--- src/rtl/exu_mul_pipe_ctl.sv ---
// Pipelined integer multiplier with optional multiply-accumulate, freeze and flush.
// The full result is formed in E1; later stages only carry it to the output register.
module exu_mul_pipe_ctl #(
  parameter int WIDTH  = 32,
  parameter int STAGES = 3,
  parameter int ACC_EN = 1
) (
  input  logic             clk,
  input  logic             rst_l,
  input  logic             freeze,
  input  logic             flush,
  input  logic             valid_in,
  input  logic             rs1_sign,
  input  logic             rs2_sign,
  input  logic             low,
  input  logic             acc,
  input  logic             byp_rs1,
  input  logic             byp_rs2,
  input  logic [WIDTH-1:0] a,
  input  logic [WIDTH-1:0] b,
  input  logic [WIDTH-1:0] c,
  input  logic [WIDTH-1:0] lsu_result,
  output logic [WIDTH-1:0] out,
  output logic             out_valid,
  output logic             busy
);

  localparam bit LP_ACC = (ACC_EN != 0);

  logic               r_e1_valid;
  logic [WIDTH-1:0]   r_e1_a;
  logic [WIDTH-1:0]   r_e1_b;
  logic [WIDTH-1:0]   r_e1_c;
  logic               r_e1_s1;
  logic               r_e1_s2;
  logic               r_e1_low;
  logic               r_e1_acc;
  logic               r_e1_byp1;
  logic               r_e1_byp2;

  // Stage 2 receives the E1 result; stage STAGES is the output register.
  logic               r_sv [2:STAGES];
  logic [WIDTH-1:0]   r_sd [2:STAGES];

  logic [WIDTH-1:0]   w_op_a;
  logic [WIDTH-1:0]   w_op_b;
  logic [2*WIDTH-1:0] w_ext_a;
  logic [2*WIDTH-1:0] w_ext_b;
  logic [2*WIDTH-1:0] w_prod;
  logic [WIDTH-1:0]   w_res;
  logic               w_any_sv;

  always_ff @(posedge clk or negedge rst_l) begin
    if (!rst_l) begin
      r_e1_valid <= 1'b0;
      r_e1_a     <= '0;
      r_e1_b     <= '0;
      r_e1_c     <= '0;
      r_e1_s1    <= 1'b0;
      r_e1_s2    <= 1'b0;
      r_e1_low   <= 1'b0;
      r_e1_acc   <= 1'b0;
      r_e1_byp1  <= 1'b0;
      r_e1_byp2  <= 1'b0;
    end else if (flush) begin
      r_e1_valid <= 1'b0;
    end else if (!freeze) begin
      r_e1_valid <= valid_in;
      if (valid_in) begin
        r_e1_a    <= a;
        r_e1_b    <= b;
        r_e1_c    <= c;
        r_e1_s1   <= rs1_sign;
        r_e1_s2   <= rs2_sign;
        r_e1_low  <= low;
        r_e1_acc  <= acc;
        r_e1_byp1 <= byp_rs1;
        r_e1_byp2 <= byp_rs2;
      end
    end
  end

  // Load data is taken live in whichever E1 cycle the op actually advances.
  assign w_op_a = r_e1_byp1 ? lsu_result : r_e1_a;
  assign w_op_b = r_e1_byp2 ? lsu_result : r_e1_b;

  // A 2W-bit product of the sign-extended operands equals the truncated
  // (W+1)x(W+1) signed product, covering every signedness combination.
  assign w_ext_a = {{WIDTH{r_e1_s1 & w_op_a[WIDTH-1]}}, w_op_a};
  assign w_ext_b = {{WIDTH{r_e1_s2 & w_op_b[WIDTH-1]}}, w_op_b};
  assign w_prod  = w_ext_a * w_ext_b;

  always_comb begin
    w_res = w_prod[2*WIDTH-1:WIDTH];
    if (LP_ACC && r_e1_acc) begin
      w_res = w_prod[WIDTH-1:0] + r_e1_c;
    end else if (r_e1_low) begin
      w_res = w_prod[WIDTH-1:0];
    end
  end

  always_ff @(posedge clk or negedge rst_l) begin
    if (!rst_l) begin
      r_sv[2] <= 1'b0;
      r_sd[2] <= '0;
    end else if (flush) begin
      r_sv[2] <= 1'b0;
    end else if (!freeze) begin
      r_sv[2] <= r_e1_valid;
      if (r_e1_valid) begin
        r_sd[2] <= w_res;
      end
    end
  end

  generate
    for (genvar gi = 3; gi <= STAGES; gi++) begin : g_stage
      // Data only moves with a valid op, so out keeps its last result.
      always_ff @(posedge clk or negedge rst_l) begin
        if (!rst_l) begin
          r_sv[gi] <= 1'b0;
          r_sd[gi] <= '0;
        end else if (flush) begin
          r_sv[gi] <= 1'b0;
        end else if (!freeze) begin
          r_sv[gi] <= r_sv[gi-1];
          if (r_sv[gi-1]) begin
            r_sd[gi] <= r_sd[gi-1];
          end
        end
      end
    end
  endgenerate

  always_comb begin
    w_any_sv = 1'b0;
    for (int k = 2; k <= STAGES; k++) begin
      w_any_sv = w_any_sv | r_sv[k];
    end
  end

  assign out       = r_sd[STAGES];
  assign out_valid = r_sv[STAGES];
  assign busy      = r_e1_valid | w_any_sv;

endmodule
--- config.mk ---
export PLATFORM = sky130hd
export DESIGN_NAME = exu_mul_pipe_ctl
export DESIGN_NICKNAME = d
export VERILOG_FILES = /design/src/rtl/exu_mul_pipe_ctl.sv
export SDC_FILE = /design/constraint.sdc
export NUM_CORES = 2
export LEC_CHECK = 0
export BUFFER_PORTS_ARGS = -buffer_cell sky130_fd_sc_hd__buf_2
export CAP_MARGIN = 20
export CORE_MARGIN = 5
export CORE_UTILIZATION = 30
export CTS_CLUSTER_DIAMETER = 30
export CTS_CLUSTER_SIZE = 24
export DETAILED_ROUTE_END_ITERATION = 8
export HOLD_SLACK_MARGIN = 0.03
export SETUP_SLACK_MARGIN = 0.05
export SLEW_MARGIN = 20
export SYNTH_ARGS = -nofsm -noshare
export SYNTH_HDL_FRONTEND = slang
export SYNTH_SLANG_ARGS = --single-unit
--- constraint.sdc ---
create_clock -name clk -period 13.4 [get_ports clk]
set_input_delay 1.34 -clock clk [delete_from_list [all_inputs] [get_ports clk]]
set_output_delay 1.34 -clock clk [all_outputs]
set_load 0.005 [all_outputs]
; After elaboration in Yosys (flattened, before gate mapping)
; Index checks and enable logic that the tools add are counted.
[word_totals]
reg_bits = 169
inputBits = 139
elab_cells = 36
[classes]
n_addsub = 1
multipliers = 1
n_eq_ne = 1
n_mux = 10
bitwise_logic = 6
n_reduce_logical = 3
[op_table]
columns = cell, count
row1 = 32-bit two-way mux, 4
row2 = 33-bit by 33-bit multiplier with 64-bit output, 1
row3 = 32-bit adder, 1
row4 = 3-bit AND reduction, 3
row5 = 1-bit two-way mux, 6
row6 = 1-bit bitwise AND, 2
row7 = "2-bit by 1-bit inequality test with 1-bit output, second input constant", 1
row8 = 1-bit NOT, 2
row9 = 1-bit bitwise OR, 2

; Longest topological paths before layout
[depth]
word_depth = 5
mapped_depth = 39

; Least setup slack after synthesis
; Ideal clock, no wire load.
[synth_path]
kind = input port to flip-flop
from = input port lsu_result[2]
to = register r_sd[62] (netlist bit)
t_arrival_ps = 9454
slack_ps = 3818
stages = 36
path_cell_list = mux2i_1 > clkbuf_1 > nor2_1 > fa_1 > inv_1 > fa_1 > inv_1 > fa_1 > inv_1 > fa_1 > inv_1 > ha_1 > ha_1 > fa_1 > inv_1 > fa_1 > inv_1 > ha_1 > clkbuf_2 > a21o_1 > or4_4 > a21boi_0 > o21bai_1 > a21oi_1 > xnor2_1 > ha_1 > a211oi_1 > o21ai_0 > or2_2 > o21ba_2 > a21oi_1 > o21ai_0 > a21oi_1 > xnor2_1 > a21oi_1 > nand3_1
[synth_between]
elab_chain_len = 4
elab_cells_between_ends = 6
classes_between = add/sub (1) / mul (1) / mux (4)
[synth_rtl]
columns = element, line_no
row1 = from (decl), 22  ; input logic [WIDTH-1:0] lsu_result,
row2 = "32-bit two-way mux, on equally long branches", "84, 85"
row3 = 33-bit by 33-bit multiplier with 64-bit output (*), 91  ; assign w_prod = w_ext_a * w_ext_b;
row4 = 32-bit adder / 32-bit two-way mux (equally long branches), "96, 97"
row5 = 32-bit two-way mux (*), 95  ; if (LP_ACC && r_e1_acc) begin
row6 = to (decl), 43  ; logic [WIDTH-1:0] r_sd [2:STAGES];
; Every way passes the cells marked *; elsewhere a longest branch is shown, timed or not.
; A chain may end at the register's enable or synchronous reset.

; Worst setup path in the final report
[layout_path]
from = register r_e1_byp1
to = register r_sd[62] (netlist bit)
[layout_between]
elab_chain_len = 5
elab_cells_between_ends = 6
classes_between = add/sub (1) / mul (1) / mux (3) / bitwise (1)
[layout_rtl]
columns = element, line_no
row1 = from (decl), 38  ; logic r_e1_byp1;
row2 = from (signal assigned), 77  ; r_e1_byp1 <= byp_rs1;
row3 = 32-bit two-way mux (*), 84  ; assign w_op_a = r_e1_byp1 ? lsu_result : r_e1_a;
row4 = 1-bit bitwise AND, 89  ; assign w_ext_a = {{WIDTH{r_e1_s1 & w_op_a[WIDTH-1]}}, w_op_a};
row5 = 33-bit by 33-bit multiplier with 64-bit output (*), 91
row6 = branches (longest 1 deep; another with 32-bit adder), -
row7 = 32-bit two-way mux (*), 95
; Every way passes the cells marked *.

==> qor.csv <==
metric;value;unit
run status;finished clean;
vias per std cell;5.022;
area share of and/or/nand/nor cells after synthesis;11.61;%
routability congestion estimate from global placement;0.9597;
count of max-cap constraint violations;0;
aggregate global-route resource usage;18.88;%
buffers from clock root to sink, at most;2;
flip-flop and latch count after synthesis;169;
Critical Path Sink Type;register;
post-route core utilization;32.44;%
critical path buffer and inverter count;4;
minimum setup slack among reg-to-reg paths;2.85;ns
multi-input gate area in the final layout;37510;µm²
main combinational cell family by area after synthesis;adder cells;
die boundary width;405.7;µm
Hold Crit Class;register to register;
post-CTS resize count;0;
global-route congestion overflow total;0;
post-synthesis sequential area ratio;9.005;%
crit-path max cell delay;0.99;ns
unrepaired setup endpoints after global routing;false;
clock tree skew after final layout;0.02871;ns
Synth Area in Adders;54.55;%
number of synthesis warnings;0;
Reg2Reg Launch Point;r_e1_byp1;
total detailed-routing wirelength;153300;µm
Vias;35707;
TritonCTS clock tree;done;
number of instances on the worst hold path;2;
cell at the root of the clock tree;sky130_fd_sc_hd__clkbuf_16;
worst skew pair latency;0.52;ns
post-route ant nets;0;
number of I/O port buffers;172;
core area;156000;µm²
worst reg2reg path endpoint;r_sd[62];
fillers;16071;
largest net degree at the start of global routing;76;
Critical Path Start Type;register;
number of hold buffers added after CTS;0;
Synth Instances;5029;
via count of the first global-routing pass;37908;
Top cell by count, worst path;sky130_fd_sc_hd__fa_1;
worst setup margin;2.845;ns
register cell area after layout;4237;µm²
worst-path cell with the longest stage delay;sky130_fd_sc_hd__mux2_2;
max-slew violations;0;
leading register cell type out of synthesis;sky130_fd_sc_hd__dfrtp_1;
Rows;145;
routed length per placed instance;21.56;µm
Setup Viol. Count Final;0;
Net Count, Synth;6540;
effective utilization at floorplan;30.10;%
Hold Path End;r_sd[42];
critical hold path startpoint;r_sd[42];
Post-Route Setup TNS;0;ns
worst hold slack;0.4943;ns
Cell Area, Synth;46970;µm²
IO Count;173;
Clock Sink Count;169;
count of flip-flops with a built-in enable after synthesis;0;
distinct cell type count of the synthesized netlist;84;
DRC marker count from the first detailed-route iteration;3270;
Data required, critical path;13.81;ns
endpoints failing hold;0;
chip height;405.7;µm
cell family with most CP delay;adder cells;
share of post-route cells with drive strength above 1;10.65;%
DR DRC count;0;
worst slew slack as a fraction of its limit;18.38;%
Post-CTS Setup Repair Bufs;0;
Tightest Pin Transition;1.201;ns
arrival time of the worst setup path;10.96;ns
Die Outline Area;164600;µm²
Async SR Flop Fraction;100.0;%
clock-pin transition on the worst setup and hold timing paths;0.10;ns
antenna violations before repair;19;
first-pass GRT wire length;234100;µm
worst-path maximum fanout;48;
level count of the clock H-tree;4;
final cycle utilization of the critical path;78.77;%
share of the synthesized area in compound gates (AO/OA/AOI/OAI);5.280;%
mean instance size in the synthesized netlist;9.339;µm²
Synth Area in XOR/XNOR;1.790;%
area growth from synthesis to layout;7.766;%
Final min period;10.55;ns
drt first pass iters;6;
multiplexer fraction of the synthesized cell area;6.282;%
worst slack, placed;2.774;ns
Highest Clock Rate;94.75;MHz
critical path class;register to register;
R2R depth;31;
post-detailed-placement half-perimeter wirelength;123300;µm
Final #Nets;6539;
number of buffers inserted during clock tree synthesis;17;
-- stage by stage --
step	cells	area, µm²
floorplan	5029	46970
global placement	7067	49920
detailed placement	7067	49920
CTS	7099	50550
global route	7102	50590
finish	7110	50610
-- placed cells by master, fill, tap and decap left out, types with 7 or more instances in the layout --
cell                        Yosys  final
sky130_fd_sc_hd__o211ai_1       7      7
sky130_fd_sc_hd__inv_1       1129   1129
sky130_fd_sc_hd__mux2i_2        0     29
sky130_fd_sc_hd__nor2_1       485    485
sky130_fd_sc_hd__a31oi_1       21     21
sky130_fd_sc_hd__nand4_1       23     23
sky130_fd_sc_hd__ha_1         246    246
sky130_fd_sc_hd__nand2_1      720    720
sky130_fd_sc_hd__dfrtp_1      169    167
sky130_fd_sc_hd__nor2b_1       10     10
sky130_fd_sc_hd__clkbuf_16      0     17
sky130_fd_sc_hd__a21o_1        49     49
sky130_fd_sc_hd__a211oi_1      11     11
sky130_fd_sc_hd__o21bai_1      16     16
sky130_fd_sc_hd__a21oi_1      109    109
sky130_fd_sc_hd__nand3_1       28     28
sky130_fd_sc_hd__buf_2          1    171
sky130_fd_sc_hd__o21ai_0       65     65
sky130_fd_sc_hd__fa_1        1126   1126
sky130_fd_sc_hd__and3_1        16     16
sky130_fd_sc_hd__nor3_1        23     23
sky130_fd_sc_hd__xnor2_1       61     61
sky130_fd_sc_hd__o22ai_1       11     11
sky130_fd_sc_hd__mux2i_1       72     39
sky130_fd_sc_hd__xor2_1        35     35
sky130_fd_sc_hd__diode_2        0     11
sky130_fd_sc_hd__mux2_2       198    198
sky130_fd_sc_hd__buf_4         33     70
sky130_fd_sc_hd__and2_1        17     16
sky130_fd_sc_hd__nand2b_1      11     11
-- worst max path at each step --
stage | start | to | slack [ns] | cells after the start
finish | r_e1_byp1 | r_sd[62] | 2.85 | 31
global route | r_e1_byp1 | r_sd[62] | 2.41 | 31
CTS | r_e1_byp1 | r_sd[62] | 2.96 | 31
detailed placement | lsu_result[31] | r_sd[61] | 2.77 | 27
global placement | lsu_result[31] | r_sd[61] | 2.98 | 27
floorplan | lsu_result[2] | r_sd[62] | 3.82 | 36
-- flip-flops by register name, indices dropped and copies added (netlist names) --
signal and cells:
out 32, out_valid 1, r_e1_a 32, r_e1_acc 1, r_e1_b 32, r_e1_byp1 1
r_e1_byp2 1, r_e1_c 32, r_e1_low 1, r_e1_s1 1, r_e1_s2 1, r_e1_valid 1
r_sd 32, r_sv 1
-- metal layers --
| layer | track usage [%] | vias up | share of wire, % |
|---|---|---|---|
| met5 | 0 | - | 0.037 |
| met4 | 7.233 | 8 | 4.4 |
| met3 | 5.035 | 360 | 10 |
| met2 | 29.76 | 1764 | 45 |
| met1 | 24.87 | 18589 | 40 |
| li1 | - | 14986 | - |
-- kinds of logic after synthesis --
group | Yosys count
compound gates | 372
fa+ha+maj | 1372
simple gates | 1359
buf+inv | 1391
xor+xnor | 96
mux | 270
flops | 169
-- worst min-delay path: stages (launching register included) --
cell                      delay, ns
sky130_fd_sc_hd__dfrtp_1       0.35
sky130_fd_sc_hd__nand2_1       0.05
sky130_fd_sc_hd__o21ai_0       0.06
-- cell usage after synthesis, types with 6 or more instances --
library cell	count	area share, %
sky130_fd_sc_hd__clkbuf_1	202	1.6
sky130_fd_sc_hd__nand4_1	23	0.31
sky130_fd_sc_hd__nand2b_1	11	0.15
sky130_fd_sc_hd__nand3_1	28	0.30
sky130_fd_sc_hd__buf_1	20	0.16
sky130_fd_sc_hd__o211ai_1	7	0.11
sky130_fd_sc_hd__or2_2	6	0.080
sky130_fd_sc_hd__a21oi_1	109	1.2
sky130_fd_sc_hd__nand2_1	720	5.8
sky130_fd_sc_hd__xnor2_1	61	1.1
sky130_fd_sc_hd__a21o_1	49	0.78
sky130_fd_sc_hd__o21a_1	6	0.096
sky130_fd_sc_hd__and3_1	16	0.21
sky130_fd_sc_hd__o22ai_1	11	0.15
sky130_fd_sc_hd__a211oi_1	11	0.18
sky130_fd_sc_hd__fa_1	1126	48
sky130_fd_sc_hd__mux2i_1	72	1.5
sky130_fd_sc_hd__mux2_2	198	4.7
sky130_fd_sc_hd__dfrtp_1	169	9.0
sky130_fd_sc_hd__buf_4	33	0.53
sky130_fd_sc_hd__ha_1	246	6.6
sky130_fd_sc_hd__nor2b_1	10	0.13
sky130_fd_sc_hd__inv_1	1129	9.0
sky130_fd_sc_hd__and2_1	17	0.23
sky130_fd_sc_hd__o21ai_0	65	0.69
sky130_fd_sc_hd__a31oi_1	21	0.28
sky130_fd_sc_hd__o21bai_1	16	0.26
sky130_fd_sc_hd__nor3_1	23	0.25
sky130_fd_sc_hd__nor2_1	485	3.9
sky130_fd_sc_hd__xor2_1	35	0.65
-- cell type report --
type / count / share of cell area, %
multi-input cells: 3469 / 74.10
inverters: 1129 / 8.373
flip-flops and latches: 169 / 8.371
well taps: 2058 / 5.088
repair buffers: 242 / 2.756
clock buffers: 18 / 0.8479
clock inverters: 14 / 0.4054
diodes: 11 / 0.05439
Power is not shown: default switching activity piles up to over one toggle a cycle in this logic, so the estimate is an artifact.
